### src/rtl/bcd_counter_ctrl_pkg.sv
// Shared encodings and helpers for the push-button BCD counter controller.
// Mode/direction encodings, button priority indices and single-digit BCD arithmetic.
package bcd_counter_ctrl_pkg;

    typedef enum logic [1:0] {
        MODE_IDLE = 2'd0,
        MODE_RUN  = 2'd1,
        MODE_EDIT = 2'd2
    } mode_e;

    typedef enum logic {
        DIR_UP = 1'b0,
        DIR_DN = 1'b1
    } dir_e;

    // Bit positions in the conditioned button vector; higher index wins.
    localparam int BTN_IDX_D = 0;
    localparam int BTN_IDX_U = 1;
    localparam int BTN_IDX_R = 2;
    localparam int BTN_IDX_L = 3;
    localparam int BTN_IDX_C = 4;
    localparam int NUM_BTNS  = 5;

    typedef enum logic [2:0] {
        BTN_NONE,
        BTN_C,
        BTN_L,
        BTN_R,
        BTN_U,
        BTN_D
    } btn_e;

    function automatic btn_e pick_btn(input logic [NUM_BTNS-1:0] edges);
        if (edges[BTN_IDX_C]) return BTN_C;
        if (edges[BTN_IDX_L]) return BTN_L;
        if (edges[BTN_IDX_R]) return BTN_R;
        if (edges[BTN_IDX_U]) return BTN_U;
        if (edges[BTN_IDX_D]) return BTN_D;
        return BTN_NONE;
    endfunction

    function automatic logic [3:0] bcd_inc(input logic [3:0] v);
        return (v == 4'd9) ? 4'd0 : v + 4'd1;
    endfunction

    function automatic logic [3:0] bcd_dec(input logic [3:0] v);
        return (v == 4'd0) ? 4'd9 : v - 4'd1;
    endfunction

endpackage

### src/rtl/bcd_counter_ctrl_if.sv
// Button inputs and display outputs of the BCD counter controller.
// The board/bench side drives buttons (master); the controller drives the display (slave).
interface bcd_counter_ctrl_if #(
    parameter int NUM_DIGITS = 4
);
    logic                    I_BTNU;
    logic                    I_BTNL;
    logic                    I_BTNC;
    logic                    I_BTNR;
    logic                    I_BTND;
    logic [4*NUM_DIGITS-1:0] O_DIGITS;
    logic [NUM_DIGITS-1:0]   O_LEDDRVEN;
    logic [NUM_DIGITS-1:0]   O_LEDDOTS;
    logic [1:0]              O_MODE;
    logic                    O_WRAP;

    modport master (
        output I_BTNU, I_BTNL, I_BTNC, I_BTNR, I_BTND,
        input  O_DIGITS, O_LEDDRVEN, O_LEDDOTS, O_MODE, O_WRAP
    );

    modport slave (
        input  I_BTNU, I_BTNL, I_BTNC, I_BTNR, I_BTND,
        output O_DIGITS, O_LEDDRVEN, O_LEDDOTS, O_MODE, O_WRAP
    );
endinterface

### src/rtl/bcd_counter_ctrl_digit.sv
// One BCD digit: load, increment or decrement, with carry/borrow out for ripple chaining.
// Load has priority; carry/borrow only report a step that actually happens.
module bcd_digit
    import bcd_counter_ctrl_pkg::*;
(
    input  logic       clk_i,
    input  logic       rst_i,
    input  logic       inc_i,
    input  logic       dec_i,
    input  logic       load_i,
    input  logic [3:0] load_val_i,
    output logic [3:0] value_o,
    output logic       carry_o,
    output logic       borrow_o
);

    logic [3:0] value_q;
    logic [3:0] value_d;

    always_comb begin
        value_d = value_q;
        if (load_i) begin
            value_d = load_val_i;
        end else if (inc_i) begin
            value_d = bcd_inc(value_q);
        end else if (dec_i) begin
            value_d = bcd_dec(value_q);
        end
    end

    // NOTE: state registers use non-blocking assignments so every flop samples pre-edge values.
    always_ff @(posedge clk_i) begin
        if (rst_i) begin
            value_q <= 4'd0;
        end else begin
            value_q <= value_d;
        end
    end

    assign value_o  = value_q;
    assign carry_o  = inc_i & ~load_i & (value_q == 4'd9);
    assign borrow_o = dec_i & ~load_i & ~inc_i & (value_q == 4'd0);

endmodule

### src/rtl/bcd_counter_ctrl.sv
// NUM_DIGITS-digit BCD counter controlled by five push buttons (IDLE / RUN / EDIT).
// Holds button conditioning, mode FSM, prescaler, blink timer, cursor and registered display outputs.
module bcd_counter_ctrl
    import bcd_counter_ctrl_pkg::*;
#(
    parameter int NUM_DIGITS = 4,
    parameter int TICK_DIV   = 1000,
    parameter int BLINK_DIV  = 250
) (
    input  logic               I_CLK,
    input  logic               I_RESET,
    bcd_counter_ctrl_if.slave  bus
);

    localparam int CUR_W = $clog2(NUM_DIGITS);
    localparam int PRE_W = $clog2(TICK_DIV);
    localparam int BLK_W = $clog2(BLINK_DIV);

    // Button conditioning: 2-flop synchroniser then rising-edge detect.
    logic [NUM_BTNS-1:0] btn_raw;
    logic [NUM_BTNS-1:0] sync1_q, sync2_q, prev_q;
    logic [NUM_BTNS-1:0] btn_edges;
    btn_e                btn;

    assign btn_raw[BTN_IDX_C] = bus.I_BTNC;
    assign btn_raw[BTN_IDX_L] = bus.I_BTNL;
    assign btn_raw[BTN_IDX_R] = bus.I_BTNR;
    assign btn_raw[BTN_IDX_U] = bus.I_BTNU;
    assign btn_raw[BTN_IDX_D] = bus.I_BTND;
    assign btn_edges          = sync2_q & ~prev_q;
    assign btn                = pick_btn(btn_edges);

    // Control state
    mode_e              mode_q, mode_d;
    dir_e               dir_q, dir_d;
    logic [CUR_W-1:0]   cursor_q, cursor_d;
    logic [PRE_W-1:0]   presc_q, presc_d;
    logic [BLK_W-1:0]   blink_cnt_q, blink_cnt_d;
    logic               blink_ph_q, blink_ph_d;

    // Registered display outputs
    logic [NUM_DIGITS-1:0] drven_q, drven_d;
    logic [NUM_DIGITS-1:0] dots_q, dots_d;
    logic                  wrap_q, wrap_d;

    // Digit datapath controls
    logic                  step_up, step_dn;
    logic                  edit_load;
    logic [3:0]            edit_val;
    logic [3:0]            digit_val [NUM_DIGITS];
    logic [NUM_DIGITS:0]   inc_chain, dec_chain;
    logic [3:0]            cur_digit;

    assign cur_digit = digit_val[cursor_q];

    // Next-state logic
    // NOTE: every combinational output gets a default first so no path infers a latch.
    always_comb begin
        mode_d      = mode_q;
        dir_d       = dir_q;
        cursor_d    = cursor_q;
        presc_d     = presc_q;
        blink_cnt_d = blink_cnt_q;
        blink_ph_d  = blink_ph_q;
        step_up     = 1'b0;
        step_dn     = 1'b0;
        edit_load   = 1'b0;
        edit_val    = cur_digit;

        unique case (mode_q)
            MODE_IDLE: begin
                if (btn == BTN_C) begin
                    mode_d  = MODE_RUN;
                    presc_d = '0;
                end else if (btn == BTN_L || btn == BTN_R) begin
                    mode_d      = MODE_EDIT;
                    blink_cnt_d = '0;
                    blink_ph_d  = 1'b1;
                end
            end

            MODE_RUN: begin
                if (btn == BTN_C) begin
                    mode_d = MODE_IDLE;
                end else begin
                    if (btn == BTN_U) dir_d = DIR_UP;
                    if (btn == BTN_D) dir_d = DIR_DN;
                    // A tick coinciding with a direction change still steps the old way.
                    if (presc_q == PRE_W'(TICK_DIV - 1)) begin
                        presc_d = '0;
                        step_up = (dir_q == DIR_UP);
                        step_dn = (dir_q == DIR_DN);
                    end else begin
                        presc_d = presc_q + PRE_W'(1);
                    end
                end
            end

            MODE_EDIT: begin
                if (btn == BTN_C) begin
                    mode_d = MODE_IDLE;
                end else begin
                    if (blink_cnt_q == BLK_W'(BLINK_DIV - 1)) begin
                        blink_cnt_d = '0;
                        blink_ph_d  = ~blink_ph_q;
                    end else begin
                        blink_cnt_d = blink_cnt_q + BLK_W'(1);
                    end
                    unique case (btn)
                        BTN_L: cursor_d = (cursor_q == CUR_W'(NUM_DIGITS - 1)) ? '0
                                          : cursor_q + CUR_W'(1);
                        BTN_R: cursor_d = (cursor_q == '0) ? CUR_W'(NUM_DIGITS - 1)
                                          : cursor_q - CUR_W'(1);
                        BTN_U: begin
                            edit_load = 1'b1;
                            edit_val  = bcd_inc(cur_digit);
                        end
                        BTN_D: begin
                            edit_load = 1'b1;
                            edit_val  = bcd_dec(cur_digit);
                        end
                        default: ;
                    endcase
                end
            end

            default: mode_d = MODE_IDLE;
        endcase
    end

    // Output decode, registered so the display sees clean levels
    always_comb begin
        drven_d = '1;
        dots_d  = '0;
        unique case (mode_d)
            MODE_EDIT: begin
                drven_d[cursor_d] = blink_ph_d;
                dots_d[cursor_d]  = 1'b1;
            end
            MODE_RUN:  dots_d[0] = (dir_d == DIR_DN);
            default:   ;
        endcase
        wrap_d = inc_chain[NUM_DIGITS] | dec_chain[NUM_DIGITS];
    end

    // State register
    // NOTE: reset is synchronous and covers every flop, so a pending button edge is dropped too.
    always_ff @(posedge I_CLK) begin
        if (I_RESET) begin
            sync1_q     <= '0;
            sync2_q     <= '0;
            prev_q      <= '0;
            mode_q      <= MODE_IDLE;
            dir_q       <= DIR_UP;
            cursor_q    <= '0;
            presc_q     <= '0;
            blink_cnt_q <= '0;
            blink_ph_q  <= 1'b1;
            drven_q     <= '1;
            dots_q      <= '0;
            wrap_q      <= 1'b0;
        end else begin
            sync1_q     <= btn_raw;
            sync2_q     <= sync1_q;
            prev_q      <= sync2_q;
            mode_q      <= mode_d;
            dir_q       <= dir_d;
            cursor_q    <= cursor_d;
            presc_q     <= presc_d;
            blink_cnt_q <= blink_cnt_d;
            blink_ph_q  <= blink_ph_d;
            drven_q     <= drven_d;
            dots_q      <= dots_d;
            wrap_q      <= wrap_d;
        end
    end

    // Ripple carry/borrow chain across the digits
    assign inc_chain[0] = step_up;
    assign dec_chain[0] = step_dn;

    for (genvar i = 0; i < NUM_DIGITS; i++) begin : g_digit
        bcd_digit u_digit (
            .clk_i      (I_CLK),
            .rst_i      (I_RESET),
            .inc_i      (inc_chain[i]),
            .dec_i      (dec_chain[i]),
            .load_i     (edit_load && (cursor_q == CUR_W'(i))),
            .load_val_i (edit_val),
            .value_o    (digit_val[i]),
            .carry_o    (inc_chain[i+1]),
            .borrow_o   (dec_chain[i+1])
        );
    end

    logic [4*NUM_DIGITS-1:0] digits_flat;

    always_comb begin
        digits_flat = '0;
        for (int i = 0; i < NUM_DIGITS; i++) begin
            digits_flat[4*i +: 4] = digit_val[i];
        end
    end

    assign bus.O_DIGITS   = digits_flat;
    assign bus.O_LEDDRVEN = drven_q;
    assign bus.O_LEDDOTS  = dots_q;
    assign bus.O_MODE     = mode_q;
    assign bus.O_WRAP     = wrap_q;

endmodule

### src/flat_wrapper.sv
// flat-port wrapper written by rule: the top's interface ports become plain ports
module bcd_counter_ctrl_flat import bcd_counter_ctrl_pkg::*;
#(
    parameter int NUM_DIGITS = 4,
    parameter int TICK_DIV   = 1000,
    parameter int BLINK_DIV  = 250
)
  (I_CLK, I_RESET, bus_I_BTNU, bus_I_BTNL, bus_I_BTNC, bus_I_BTNR, bus_I_BTND, bus_O_DIGITS, bus_O_LEDDRVEN, bus_O_LEDDOTS, bus_O_MODE, bus_O_WRAP);
  bcd_counter_ctrl_if #(.NUM_DIGITS(NUM_DIGITS)) bus_i ();
  input  logic I_CLK;
  input  logic I_RESET;
  input wire logic [$bits(bus_i.I_BTNU)-1:0] bus_I_BTNU;
  input wire logic [$bits(bus_i.I_BTNL)-1:0] bus_I_BTNL;
  input wire logic [$bits(bus_i.I_BTNC)-1:0] bus_I_BTNC;
  input wire logic [$bits(bus_i.I_BTNR)-1:0] bus_I_BTNR;
  input wire logic [$bits(bus_i.I_BTND)-1:0] bus_I_BTND;
  output wire logic [$bits(bus_i.O_DIGITS)-1:0] bus_O_DIGITS;
  output wire logic [$bits(bus_i.O_LEDDRVEN)-1:0] bus_O_LEDDRVEN;
  output wire logic [$bits(bus_i.O_LEDDOTS)-1:0] bus_O_LEDDOTS;
  output wire logic [$bits(bus_i.O_MODE)-1:0] bus_O_MODE;
  output wire logic [$bits(bus_i.O_WRAP)-1:0] bus_O_WRAP;
  assign bus_i.I_BTNU = bus_I_BTNU;
  assign bus_i.I_BTNL = bus_I_BTNL;
  assign bus_i.I_BTNC = bus_I_BTNC;
  assign bus_i.I_BTNR = bus_I_BTNR;
  assign bus_i.I_BTND = bus_I_BTND;
  assign bus_O_DIGITS = bus_i.O_DIGITS;
  assign bus_O_LEDDRVEN = bus_i.O_LEDDRVEN;
  assign bus_O_LEDDOTS = bus_i.O_LEDDOTS;
  assign bus_O_MODE = bus_i.O_MODE;
  assign bus_O_WRAP = bus_i.O_WRAP;
  bcd_counter_ctrl #(.NUM_DIGITS(NUM_DIGITS), .TICK_DIV(TICK_DIV), .BLINK_DIV(BLINK_DIV)) u_core (.I_CLK(I_CLK), .I_RESET(I_RESET), .bus(bus_i));
endmodule
### config.mk
export PLATFORM = sky130hd
export DESIGN_NAME = bcd_counter_ctrl_flat
export DESIGN_NICKNAME = d
export VERILOG_FILES = /design/src/rtl/bcd_counter_ctrl_pkg.sv /design/src/rtl/bcd_counter_ctrl_if.sv /design/src/rtl/bcd_counter_ctrl_digit.sv /design/src/rtl/bcd_counter_ctrl.sv /design/src/flat_wrapper.sv
export SDC_FILE = /design/constraint.sdc
export NUM_CORES = 1
export LEC_CHECK = 0
export BUFFER_PORTS_ARGS = -buffer_cell sky130_fd_sc_hd__clkbuf_2
export CAP_MARGIN = 20
export CORE_ASPECT_RATIO = 1.2
export CORE_MARGIN = 5
export CORE_UTILIZATION = 65
export CTS_CLUSTER_DIAMETER = 50
export CTS_CLUSTER_SIZE = 40
export DETAILED_ROUTE_END_ITERATION = 16
export PLACE_DENSITY = 0.95
export SYNTH_ARGS = -nofsm -noshare
export SYNTH_HDL_FRONTEND = slang
export SYNTH_SLANG_ARGS = --single-unit
### constraint.sdc
create_clock -name I_CLK -period 4.55 [get_ports I_CLK]
set_input_delay 0 -clock I_CLK [delete_from_list [all_inputs] [get_ports I_CLK]]
set_output_delay 0 -clock I_CLK [all_outputs]
set_load 0.05 [all_outputs]
# Word level (Yosys, flattened, before mapping)
# Cells that the tools add are included.
[totals]
register_bits = 64
inputBits = 7
output_inout_bits = 27
word_cells = 211
[op_classes]
n_addsub = 14
order_cmp = 3
n_eq_ne = 24
mux = 92
bitwise = 37
reduce_logical = 24
[op_table]
columns = ["op", "n"]
rows = [
  ["2-to-1 mux 4 bit", 26],
  ["2-to-1 mux 1 bit", 33],
  ["2-to-1 mux 8 bit", 4],
  ["2-to-1 mux 10 bit", 3],
  ["2-to-1 mux 3 bit", 10],
  ["adder 4 x 1 -> 4 bit, second input constant", 5],
  ["AND 1 bit", 20],
  ["equality test 4 bit, second input constant", 5],
  ["logical NOT 4 bit", 5],
  ["case mux 10 bit (2 select lines)", 1],
  ["subtractor 4 x 1 -> 4 bit, second input constant", 5],
  ["case mux 8 bit (2 select lines)", 1],
  ["2-to-1 mux 2 bit", 7],
  ["nonzero test 3 bit", 4],
  ["inverter 1 bit", 11],
  ["adder 10 x 1 -> 10 bit, second input constant", 1],
  ["equality test 10 bit, second input constant", 1],
  ["adder 8 x 1 -> 8 bit, second input constant", 1],
  ["binary-select mux 4 bit (select 2 bit)", 1],
  ["equality test 2 bit, second input constant", 4],
  ["equality test 8 bit, second input constant", 1],
  ["case mux 2 bit (2 select lines)", 2],
  ["case mux 4 bit (2 select lines)", 1],
  ["equality test 2 x 1 -> 1 bit, second input constant", 3],
  ["25 further kinds", 39],
]

# Longest topological paths before layout
# Gate-level depths: netlist of run 1.
[logic_depth]
word_depth = 38
mapped_depth = 11
depth_no_buf = 9

# Cells and area by module
# From an unflattened synthesis of run 1, not the netlist that was laid out.
[hier_totals]
cells_unflattened = 469
hier_area_um2 = 4022.6
[by_module_without_submodules]
columns = ["mod", "instances", "cells_per_inst", "area_each_um2", "seq_area_each_um2"]
rows = [
  ["bcd_counter_ctrl", 1, 269, 2501.1, 960.9],
  ["bcd_digit", 4, 50, 380.4, 80.1],
]

# Worst setup path after synthesis of run 1
# OpenSTA, ideal clock, no wires.
[synth_timing]
path_type = "register to register"
start = "register u_core.mode_q[1], in the netlist u_core.bus.O_MODE[1]"
end = "register u_core.g_digit[1].u_digit.value_q[3]"
setup_time_ps = 84
arrival_time_ps = 2595
required_time_ps = 4466
slack_ps = 1871
path_stages_with_launch = 9
n_path_buf = 0
period_less_slack_ps = 2679
cell_sequence = "dfxtp_1 -> ha_1 -> inv_1 -> a211oi_4 -> nand3_2 -> and2_1 -> or4_1 -> a311o_1 -> o31ai_2"
[synth_between]
elab_chain_cells = 8
elab_cells_between_ends = 18
cone_classes = "eq/ne (2); mux (6); bitwise (7); reduce/logical (3)"
[synth_rtl]
columns = ["element", "line_no", "text"]
rows = [
  ["start: declaration", "bcd_counter_ctrl.sv:34", "mode_e mode_q, mode_d;"],
  ["start signal: assignment", "bcd_counter_ctrl.sv:166", "mode_q <= mode_d;"],
  ["equality test 2 bit", "bcd_counter_ctrl.sv:70", "unique case (mode_q)"],
  ["2-to-1 mux 1 bit", "bcd_counter_ctrl.sv:70", ""],
  ["logical AND 1 bit", "bcd_counter_ctrl.sv:188", ".load_i (edit_load && (cursor_q == CUR_W'(i))),"],
  ["inverter 1 bit", "bcd_counter_ctrl_digit.sv:41, bcd_counter_ctrl_digit.sv:42", ""],
  ["AND 1 bit, on equally long branches (2 in series)", "bcd_counter_ctrl_digit.sv:42, bcd_counter_ctrl_digit.sv:41", ""],
  ["AND 1 bit / 2-to-1 mux 4 bit (equally long branches)", "bcd_counter_ctrl_digit.sv:42, bcd_counter_ctrl_digit.sv:24", ""],
  ["nonzero test 3 bit (no line) / 2-to-1 mux 4 bit (equally long branches)", "-", ""],
  ["end signal: assignment", "bcd_counter_ctrl_digit.sv:36", "value_q <= value_d;"],
  ["end: declaration", "bcd_counter_ctrl_digit.sv:17", "logic [3:0] value_q;"],
]
# Parallel ways exist; a longest one is shown, timed or not.
# A chain may end at the register's enable or synchronous reset.

# Worst setup path in the final report of run 1
[layout_timing]
start = "register u_core.cursor_q[0]"
end = "register u_core.g_digit[0].u_digit.value_q[0]"
[layout_between]
elab_chain_cells = 10
elab_cells_between_ends = 17
cone_classes = "add/sub (2); eq/ne (1); mux (9); bitwise (1); reduce/logical (4)"
[layout_rtl]
columns = ["element", "line_no", "text"]
rows = [
  ["start: declaration", "bcd_counter_ctrl.sv:36", "logic [CUR_W-1:0] cursor_q, cursor_d;"],
  ["start signal: assignment", "bcd_counter_ctrl.sv:168", "cursor_q <= cursor_d;"],
  ["inverter 2 -> 3 bit (not written as such)", "bcd_counter_ctrl.sv:54", "assign cur_digit = digit_val[cursor_q];"],
  ["binary-select mux 4 bit (select 2 bit)", "bcd_counter_ctrl.sv:54", ""],
  ["2-to-1 mux 4 bit (not written as such) (2 in series)", "bcd_counter_ctrl.sv:54", ""],
  ["subtractor 4 x 1 -> 4 bit (tied with other cells)", "bcd_counter_ctrl_pkg.sv:47", "return (v == 4'd0) ? 4'd9 : v - 4'd1;"],
  ["2-to-1 mux 4 bit, on equally long branches", "bcd_counter_ctrl_pkg.sv:47, bcd_counter_ctrl_pkg.sv:43", ""],
  ["case mux 4 bit (2 select lines)", "bcd_counter_ctrl.sv:109", "unique case (btn)"],
  ["2-to-1 mux 4 bit", "bcd_counter_ctrl.sv:100", "if (btn == BTN_C) begin"],
  ["2-to-1 mux 4 bit", "bcd_counter_ctrl.sv:70", ""],
  ["2-to-1 mux 4 bit", "bcd_counter_ctrl_digit.sv:22", "if (load_i) begin"],
  ["end signal: assignment", "bcd_counter_ctrl_digit.sv:36", ""],
  ["end: declaration", "bcd_counter_ctrl_digit.sv:17", ""],
]
# Parallel ways exist; a longest one is shown, timed or not. The select of a mux whose other input is x is not followed.

==> summary.txt, run 1 <==
crit path cell chain: mux4_2 -> inv_1 -> ha_1 -> or3b_1 -> nor4_2 -> o22ai_1 -> o22ai_2 -> nor2_1 -> a211oi_1
sw frac: 0.260
core area: 6010 µm²
Combinational Power Share: 0.102
sequential group share of total power: 0.481
Post-CTS Setup Inserts: 0
Root Driver: clkbuf_8
worst-skew pair later-pin latency: 350 ps
max incr delay on CP: 630 ps
CTS sink count: 64
Int Pwr: 901 µW
antenna violations before repair: 0
io pins: 34
CP Capture Type: flip-flop
Worst Skew: 8.26 ps
htree depth: 3
DP HPWL: 6780 µm
CTS max path bufs: 2
Port Buf Inserts: 33
Post-synth EDFFs: 0
f_max: 0.342 GHz
part of the Yosys area used for sequential elements: 0.321
worst hold path type: input pin to flip-flop
final wirelength: 9840 µm
RSZ-0062 raised after global routing: false
Post-synth top flop: dfxtp_1
largest net degree at the start of global routing: 36
Mapped Area: 3990 µm²
clock power share: 0.417
Max Slew Vio Count: 0
vias per cell: 6.33
Fin Setup TNS: 0 ps
Mapped Cells: 482
Cell variety after synth: 78
Slew @ Worst Pin: 795 ps
total CTS buffers: 9
leading cell type in the layout, fill and taps excluded: dfxtp_1
clock slew at reported path FFs: 60 ps
post-layout worst setup margin: 1620 ps
gr ovfl total: 0
DIE HEIGHT: 95.8 µm
CTS tree: built
post-layout power: 1220 µW
Hold Fails Final Rpt: 0
Net Count, Synth: 505
DR WL/cell: 16.7 µm
number of diodes: 0
Post-Place Worst Slack: 1720 ps
Post-CTS Resized: 0
kind of start point of the critical path: flip-flop
first-pass GRT wire length: 16,400 µm
num rows: 31
vias post-DR: 3,726
number of global-route vias before repair: 3,518
Sw Pwr: 317 µW
commonest cells after routing, fill and taps aside: dfxtp_1 (64), nand2_1 (46), nor2_1 (44), clkbuf_2 (33), nor2b_1 (27)
DRT iter0 DRCs: 342
CP Max Fanout: 10
#FFs+latches synth: 64
Final min period: 2930 ps
Synth async-reset ratio: 0
final setup fails: 0
Slowest cell on crit path: dfxtp_1
slew margin rel.: 0.467
Initial Utilization: 0.663
Arrival @ worst endpoint: 3180 ps
leakage power total: 0.00171 µW
Die Span X: 81.5 µm
Avg Cell Area, Syn: 8.28 µm²
Tot GR Track Use: 0.272
WP data required: 4800 ps
Hold WS: 332 ps
Area Growth Syn to Fin: 9.88%
layout cells sized above 1: 0.144
maximum vdd drop: 0.000326 V
DRT antenna net count: 0
final core occ: 0.729
status: complete, no violations
nets: 525
Final GP Congestion: 0.924
Synthesis Warnings: 0
die area: 7810 µm²
Final period util: 0.643
Worst Path Class, Setup: flip-flop to flip-flop
Detailed Routing Iterations Pass 1: 5
# DRC: 0
Hold-fix buffers, CTS: 5
r2r setup slk: 1620 ps
Power per Cell Area: 278 nW/µm²
fillers: 430
max-cap viol count: 0
-- through the flow --
step / cells / area, µm²
2_1_floorplan: 482 / 3990
3_3_place_gp: 568 / 4130
3_5_place_dp: 568 / 4130
4_1_cts: 589 / 4380
5_1_grt: 589 / 4380
6_report: 589 / 4380
-- state kept, by name (all words and copies together) (netlist names) --
name / cells
u_core.prev_q: 5
u_core.bus.O_LEDDOTS: 4
u_core.cursor_q: 2
u_core.blink_ph_q: 1
u_core.g_digit.u_digit.value_o: 16
u_core.presc_q: 10
u_core.sync2_q: 5
u_core.blink_cnt_q: 8
u_core.bus.O_WRAP: 1
u_core.bus.O_MODE: 2
u_core.sync1_q: 5
u_core.dir_q: 1
u_core.bus.O_LEDDRVEN: 4
-- critical path, delay by kind of cell, from the launching register on --
kind	cells	cell delay, ps
adder cells (fa/ha/maj)	1	230
AND/OR/NAND/NOR	3	650
buffers and inverters	1	140
AO/OA/AOI/OAI	3	570
multiplexers	1	630
flip-flops	1	630
-- final timing paths --
| check | to | cells after the start | from |
|---|---|---|---|
| worst min register to register | u_core.sync2_q[1]$_SDFF_PP0_ | 1 | u_core.sync1_q[1]$_SDFF_PP0_ |
| worst min-delay path | u_core.cursor_q[0]$_SDFF_PP0_ | 2 | I_RESET |
| worst max-delay path | u_core.g_digit[0].u_digit.value_o[0]$_SDFFE_PP0P_ | 9 | u_core.cursor_q[0]$_SDFF_PP0_ |
| worst max register to register | u_core.g_digit[0].u_digit.value_o[0]$_SDFFE_PP0P_ | 9 | u_core.cursor_q[0]$_SDFF_PP0_ |
-- area by class of cell --
class	instances	area (µm²)	area share
clock inverters	4	51.3	0.0117
multi-input cells	373	2520	0.574
well taps	82	103	0.0234
clock buffers	12	155	0.0354
repair buffers	38	215	0.0491
flip-flops and latches	64	1280	0.292
inverters	16	60.1	0.0137
-- synthesized netlist by cell type (2+ instances only) --
library cell | number | share of area
a21oi_1 | 21 | 0.026
inv_1 | 16 | 0.015
a221oi_1 | 2 | 0.0044
buf_2 | 10 | 0.013
mux2i_1 | 6 | 0.015
o21ai_0 | 20 | 0.025
a211oi_1 | 11 | 0.021
nor2b_1 | 27 | 0.042
o31ai_1 | 4 | 0.0075
xnor2_1 | 7 | 0.015
mux4_2 | 5 | 0.028
ha_1 | 16 | 0.050
or3_1 | 9 | 0.014
nand4_1 | 12 | 0.019
a211o_1 | 2 | 0.0044
a22oi_1 | 2 | 0.0038
o22ai_1 | 2 | 0.0031
a31oi_1 | 6 | 0.0094
nand3b_1 | 3 | 0.0056
and4b_1 | 2 | 0.0050
nand2_1 | 46 | 0.043
nor4_1 | 5 | 0.0078
nor2_1 | 44 | 0.041
a32oi_1 | 2 | 0.0044
nor3b_1 | 3 | 0.0056
nand3_1 | 12 | 0.015
nand2b_1 | 10 | 0.016
clkbuf_1 | 17 | 0.016
a21o_1 | 2 | 0.0038
o21ai_1 | 3 | 0.0038
or2_2 | 2 | 0.0031
xor2_1 | 12 | 0.026
nor3_1 | 11 | 0.014
and3_1 | 12 | 0.019
and2_1 | 6 | 0.0094
o21bai_1 | 2 | 0.0038
dfxtp_1 | 64 | 0.32
o211ai_1 | 5 | 0.0094
o2bb2ai_1 | 2 | 0.0044
-- power by group through the flow --
stage / clock network, µW / registers, µW / logic, µW
after CTS: 514 / 586 / 123
after global placement: 0 / 597 / 112
after floorplan: 0 / 604 / 85.5
after global routing: 537 / 588 / 135
after detailed placement: 0 / 599 / 117
final: 508 / 587 / 124
-- layer usage --
metal / vias up / global-route usage / part of all wire
met2: 183 / 0.481 / 0.51
met4: 0 / 0.135 / 0.039
met1: 1734 / 0.308 / 0.38
met3: 43 / 0.0515 / 0.072
met5: - / 0 / 0
li1: 1766 / - / -
-- cells by family after synthesis --
group	Yosys count	share of synthesized area
XOR/XNOR	19	0.0417
AND/OR/NAND/NOR	220	0.301
multiplexers	13	0.0499
flip-flops	64	0.321
buffers and inverters	45	0.0477
adder cells (fa/ha/maj)	16	0.0502
AO/OA/AOI/OAI	105	0.189
Note: power is estimated with default switching activity, not from simulation.
==> inputs of run 2 (changes only) <==
--- a/config.mk
+++ b/config.mk
@@ -5,15 +5,16 @@
 export SDC_FILE = /design/constraint.sdc
 export NUM_CORES = 1
 export LEC_CHECK = 0
+export ABC_AREA = 1
 export BUFFER_PORTS_ARGS = -buffer_cell sky130_fd_sc_hd__clkbuf_2
 export CAP_MARGIN = 20
 export CORE_ASPECT_RATIO = 1.2
 export CORE_MARGIN = 5
-export CORE_UTILIZATION = 65
+export CORE_UTILIZATION = 60
 export CTS_CLUSTER_DIAMETER = 50
 export CTS_CLUSTER_SIZE = 40
 export DETAILED_ROUTE_END_ITERATION = 16
-export PLACE_DENSITY = 0.95
+export PLACE_DENSITY = 0.89
 export SYNTH_ARGS = -nofsm -noshare
 export SYNTH_HDL_FRONTEND = slang
 export SYNTH_SLANG_ARGS = --single-unit
==> constraint.sdc (replaced) <==
create_clock -name I_CLK -period 2.72 [get_ports I_CLK]
set_input_delay 0 -clock I_CLK [delete_from_list [all_inputs] [get_ports I_CLK]]
set_output_delay 0 -clock I_CLK [all_outputs]
set_load 0.05 [all_outputs]
==> run 2 against run 1 <==
Against the previous run: register-to-register slack got worse by 1300 ps; largest cell class unchanged; first-iteration DRC count decreased by 5.3%; global-route usage shrank 2.2 points; critical path depth increased by 3; flip-flop and latch count is the same; cell count up 32%.
==> summary.txt, run 2 <==
status: complete, no violations
R2R depth: 12
DR WL met2: 5260 µm
Die Span X: 86.1 µm
antenna violations before repair: 0
Fin Setup TNS: 0 ps
htree depth: 3
f_max: 0.419 GHz
DRT iter0 DRCs: 324
Final GP Congestion: 0.955
CP Capture Type: flip-flop
hold depth: 3
Final period util: 0.878
vias per cell: 5.53
commonest cells after routing, fill and taps aside: nand2_1 (142), inv_1 (97), nor2_1 (88), dfxtp_1 (64), nand3_1 (43)
Slew @ Worst Pin: 592 ps
DRT antenna net count: 0
number of global-route vias before repair: 4,208
Root Driver: clkbuf_8
fillers: 579
terminus of the critical flop-to-flop path: u_core.bus.O_LEDDRVEN[1]$_SDFF_PP1_
DIE HEIGHT: 101 µm
Post-CTS Setup Inserts: 0
Arrival @ worst endpoint: 2620 ps
Slowest cell on crit path: dfxtp_1
worst-skew pair later-pin latency: 350 ps
Mapped Area: 4170 µm²
Yosys top cell area share: 0.307
Post-synth EDFFs: 0
r2r setup slk: 330 ps
Cell variety after synth: 46
Post-synth top flop: dfxtp_1
crit path cell chain: inv_1 -> ha_1 -> inv_1 -> nor2_4 -> inv_2 -> a221oi_2 -> ha_1 -> inv_1 -> nor2_1 -> inv_1 -> nor3_1 -> nand2_1
Tot GR Track Use: 0.250
max incr delay on CP: 350 ps
Mapped Cells: 639
leakage power total: 0.00217 µW
Post-synth top cells: nand2_1 (142), inv_1 (97), nor2_1 (88), dfxtp_1 (64), nand3_1 (43)
Initial Utilization: 0.612
nets: 707
kind of start point of the critical path: flip-flop
slew margin rel.: 0.602
Worst Path Class, Setup: flip-flop to flip-flop
wire length on met1: 4030 µm
post-layout power: 2150 µW
io pins: 34
Synthesis Warnings: 0
vias post-DR: 4,288
hold path startpoint: I_RESET
#FFs+latches synth: 64
Met3 Wirelength: 680 µm
CTS max path bufs: 2
uppermost layer routed: met4
r2r startpoint: u_core.bus.O_MODE[1]$_SDFF_PP0_
final setup fails: 0
largest net degree at the start of global routing: 35
Max Slew Vio Count: 0
layout cells sized above 1: 0.160
worst hold path type: input pin to flip-flop
Detailed Routing Iterations Pass 1: 5
post-layout worst setup margin: 332 ps
max-cap viol count: 0
Power per Cell Area: 457 nW/µm²
leading area contributor after synthesis: dfxtp_1
total CTS buffers: 9
leading cell type in the layout, fill and taps excluded: nand2_1
num rows: 33
number of diodes: 0
die area: 8720 µm²
max reg flops: 16
most frequent cell after synthesis: nand2_1
clock slew at reported path FFs: 70 ps
# DRC: 0
RSZ-0062 raised after global routing: false
gr ovfl total: 0
Hold EP: u_core.blink_ph_q$_SDFF_PP1_
Area Growth Syn to Fin: 13.0%
Post-Place Worst Slack: 272 ps
DP HPWL: 7620 µm
Port Buf Inserts: 33
DR WL/cell: 13.3 µm
WP data required: 2950 ps
Final min period: 2390 ps
Hold Fails Final Rpt: 0
Net Count, Synth: 662
final wirelength: 10,300 µm
ranking of synthesized cells by area: dfxtp_1 (31%), nand2_1 (13%), inv_1 (8.7%)
crit-path most repeated cell: inv_1
maximum vdd drop: 0.000548 V
Avg Cell Area, Syn: 6.53 µm²
first-pass GRT wire length: 17,800 µm
part of the Yosys area used for sequential elements: 0.307
Synth async-reset ratio: 0
CTS sink count: 64
Worst Skew: 11.2 ps
CP Max Fanout: 5
core area: 6810 µm²
CTS tree: built
## run 2: changes by cell type in the layout (fill, tap and decap cells not counted), sizes merged, moves of 10 or more
cell / before / now
a211oi: 12 / 2
and3: 12 / 0
inv: 17 / 113
nand2: 47 / 154
nand2b: 11 / 0
nand3: 13 / 48
nor2: 45 / 104
nor2b: 27 / 0
o21ai: 23 / 37
xor2: 12 / 2
## run 2: layout make-up
cell class,instances,area [µm²],area share
inverter,113,432,0.0916
tap,87,109,0.0231
timing repair buffer,40,230,0.0489
clock inverter,6,91.3,0.0194
multi-input combinational,456,2430,0.516
sequential,64,1280,0.272
clock buffer,10,138,0.0292
## run 2: cells by family (layout without fill, tap and decap cells)
| logic type | Yosys count | after routing | share of synthesized area |
|---|---|---|---|
| adders and majority gates | 16 | 16 | 0.0480 |
| DFF | 64 | 64 | 0.307 |
| and+or+nand+nor | 352 | 352 | 0.406 |
| buffers and inverters | 119 | 169 | 0.112 |
| xor gates and xnor gates | 4 | 4 | 0.00840 |
| AOI/OAI and AO/OA | 84 | 84 | 0.119 |
## run 2: worst max path at each step
stage	cells past startpoint	start	slack (ps)	endpoint
3_3_place_gp	12	u_core.bus.O_MODE[0]$_SDFF_PP0_	530	u_core.bus.O_LEDDRVEN[1]$_SDFF_PP1_
4_1_cts	12	u_core.bus.O_MODE[0]$_SDFF_PP0_	230	u_core.bus.O_LEDDRVEN[1]$_SDFF_PP1_
6_report	12	u_core.bus.O_MODE[1]$_SDFF_PP0_	330	u_core.bus.O_LEDDRVEN[1]$_SDFF_PP1_
3_5_place_dp	12	u_core.bus.O_MODE[0]$_SDFF_PP0_	270	u_core.bus.O_LEDDRVEN[3]$_SDFF_PP1_
5_1_grt	12	u_core.bus.O_MODE[1]$_SDFF_PP0_	20	u_core.bus.O_LEDDRVEN[1]$_SDFF_PP1_
2_1_floorplan	12	u_core.bus.O_MODE[0]$_SDFF_PP0_	390	u_core.bus.O_LEDDRVEN[1]$_SDFF_PP1_
## run 2: power breakdown
part | total [µW] | internal [µW] | switching (µW)
logic | 234 | 76.5 | 158
registers | 976 | 959 | 16.9
clock network | 945 | 544 | 401
## run 2: through the flow
stage,hold slack [ps],cell area [µm²],instances,utilization
global route,121,4710,776,0.691
detailed placement,197,4430,755,0.650
CTS,79.2,4700,776,0.691
floorplan,107,4170,639,-
global placement,191,4430,755,0.650
finish,94.6,4710,776,0.691
## run 2: repair_timing
item | 4_1_cts | 5_1_grt
resized for setup | 0 | 1
hold buffers | 5 | 0
endpoints found under the setup margin | 0 | 2
hold endpoints to repair | 5 | 0
## run 2: per-layer routing
layer	track usage	vias up
met5	0	-
met4	0.149	0
met3	0.0513	43
met2	0.447	173
met1	0.268	1942
li1	-	2130
## run 2: worst max-delay path: cells and delay by family, from the launching register on
family / cells / cell delay (ps)
AO/OA/AOI/OAI: 1 / 320
buffers and inverters: 5 / 460
AND/OR/NAND/NOR: 4 / 640
adder cells (fa/ha/maj): 2 / 520
flip-flops: 1 / 350
==> inputs of run 3 (changes only) <==
--- a/config.mk
+++ b/config.mk
@@ -10,11 +10,10 @@
 export CAP_MARGIN = 20
 export CORE_ASPECT_RATIO = 1.2
 export CORE_MARGIN = 5
-export CORE_UTILIZATION = 60
+export CORE_UTILIZATION = 42
 export CTS_CLUSTER_DIAMETER = 50
 export CTS_CLUSTER_SIZE = 40
 export DETAILED_ROUTE_END_ITERATION = 16
-export PLACE_DENSITY = 0.89
 export SYNTH_ARGS = -nofsm -noshare
 export SYNTH_HDL_FRONTEND = slang
 export SYNTH_SLANG_ARGS = --single-unit
==> run 3 against run 2 <==
Against the previous run: largest cell class unchanged; register-to-register slack better by 30 ps; non-clock buffer count stayed put; clock skew is 4.7 ps lower; hold slack better by 31 ps; highest routed layer unchanged; largest power group is now clock; critical endpoint is now u_core.bus.O_LEDDRVEN[3]$_SDFF_PP1_.
==> summary.txt, run 3 (synthesized netlist as in run 2, its figures left out) <==
status: complete, no violations
leading cell type in the layout, fill and taps excluded: nand2_1
total CTS buffers: 9
max reg flops: 16
met1 usage: 0.221
final core occ: 0.502
vias per cell: 4.99
count of buffer and inverter cells on the critical path: 5
leakage power total: 0.00222 µW
nets: 707
CTS max path bufs: 2
fillers: 975
largest net degree at the start of global routing: 35
RSZ-0062 raised after global routing: false
worst-skew pair later-pin latency: 330 ps
max-cap viol count: 0
DIE HEIGHT: 119 µm
clock slew at reported path FFs: 60 ps
Worst path top cell family by delay: simple AND/OR/NAND/NOR gates
Power per Cell Area: 500 nW/µm²
max incr delay on CP: 360 ps
core area: 9610 µm²
Port Buf Inserts: 33
sequential group share of total power: 0.405
DRT antenna net count: 0
DP HPWL: 7760 µm
worst hold path type: input pin to flip-flop
GRT busiest layer: met2
Detailed Routing Iterations Pass 1: 5
sw frac: 0.241
Fin Setup TNS: 0 ps
Hold WS: 126 ps
Die Span X: 101 µm
gr ovfl total: 0
Initial Utilization: 0.434
crit path cell chain: inv_1 -> ha_1 -> inv_1 -> nor2_4 -> inv_2 -> a221oi_1 -> ha_1 -> inv_1 -> nor2_1 -> inv_1 -> nor3_1 -> nand2_1
Worst Skew: 6.50 ps
die area: 12,000 µm²
Slew @ Worst Pin: 668 ps
vias post-DR: 4,048
Int Pwr: 1830 µW
first-pass GRT wire length: 17,700 µm
maximum vdd drop: 0.000334 V
Sw Pwr: 582 µW
Placed Cells: 791
htree depth: 3
Final Cell Area: 4820 µm²
CTS sink count: 64
CP Max Fanout: 5
area post-placement: 4470 µm²
Final period util: 0.867
final wirelength: 10,200 µm
CTS tree: built
final setup fails: 0
Combinational Power Share: 0.095
WP data required: 2930 ps
GR Util met3: 0.0427
crit-path most repeated cell: inv_1
number of global-route vias before repair: 3,906
io pins: 34
Root Driver: clkbuf_16
Arrival @ worst endpoint: 2570 ps
layout cells sized above 1: 0.154
CP Capture Type: flip-flop
commonest cells after routing, fill and taps aside: nand2_1 (142), inv_1 (97), nor2_1 (88), dfxtp_1 (64), nand3_1 (43)
slew margin rel.: 0.550
Tot GR Track Use: 0.180
Slowest cell on crit path: a221oi_1
number of diodes: 0
Worst Path Class, Setup: flip-flop to flip-flop
antenna violations before repair: 0
clock power share: 0.500
kind of start point of the critical path: flip-flop
Seq. cell area: 1280 µm²
Hold Fails Final Rpt: 0
DRT iter0 DRCs: 167
f_max: 0.424 GHz
Final GP Congestion: 0.881
Max Slew Vio Count: 0
Cell Count, Final, Fillers Out: 811
GR Layer Usage met2: 0.300
DR WL/cell: 12.6 µm
Post-CTS Resized: 0
Final min period: 2360 ps
# DRC: 0
area of the multi-input gates: 2420 µm²
num rows: 39
Area Growth Syn to Fin: 15.7%
Post-CTS Setup Inserts: 0
run 3: worst reg2reg max path, cell delays in order (launching register included):
cell      delay [ps]
dfxtp_1          350
inv_1            110
ha_1             290
inv_1            120
nor2_4           160
inv_2             70
a221oi_1         360
ha_1             230
inv_1             40
nor2_1           110
inv_1             90
nor3_1           240
nand2_1           70
run 3: repair_timing:
action                     4_1_cts  5_1_grt
setup endpoints to repair        0        0
hold endpoints to repair         5        0
hold buffers                     5        0
run 3: path summary, 6_finish.rpt:
| check | slack, ps | start | to | depth (start not counted) |
|---|---|---|---|---|
| max | 360 | u_core.bus.O_MODE[0]$_SDFF_PP0_ | u_core.bus.O_LEDDRVEN[3]$_SDFF_PP1_ | 12 |
| min | 130 | I_RESET | u_core.blink_ph_q$_SDFF_PP1_ | 3 |
| max reg2reg | 360 | u_core.bus.O_MODE[0]$_SDFF_PP0_ | u_core.bus.O_LEDDRVEN[3]$_SDFF_PP1_ | 12 |
| min reg2reg | 400 | u_core.sync1_q[1]$_SDFF_PP0_ | u_core.sync2_q[1]$_SDFF_PP0_ | 2 |
run 3: through the flow:
step | setup WS [ps] | total power, µW
floorplan | 391 | 1170
global placement | 483 | 1220
detailed placement | 357 | 1220
CTS | 346 | 2440
global route | 45.6 | 2520
finish | 361 | 2410
run 3: cell type report:
type                    count  share of cell area
clock buffers              11              0.0482
multi-input cells         456               0.502
clock inverters             4              0.0145
well taps                 123              0.0319
inverters                 113              0.0895
repair buffers             40              0.0477
flip-flops and latches     64               0.266
run 3: power groups by stage:
stage	logic [µW]	registers, µW	clock network (µW)
4_1_cts	231	977	1240
3_3_place_gp	220	996	0
6_report	228	977	1210
5_1_grt	259	979	1280
3_5_place_dp	224	997	0
2_1_floorplan	168	1000	0
run 3: layer usage:
| layer | vias up | part of all wire | wire length (µm) |
|---|---|---|---|
| met2 | 91 | 0.48 | 4950 |
| met4 | 0 | 0.023 | 233 |
| met1 | 1802 | 0.45 | 4620 |
| li1 | 2136 | - | - |
| met3 | 19 | 0.042 | 428 |
| met5 | - | 0 | 0 |
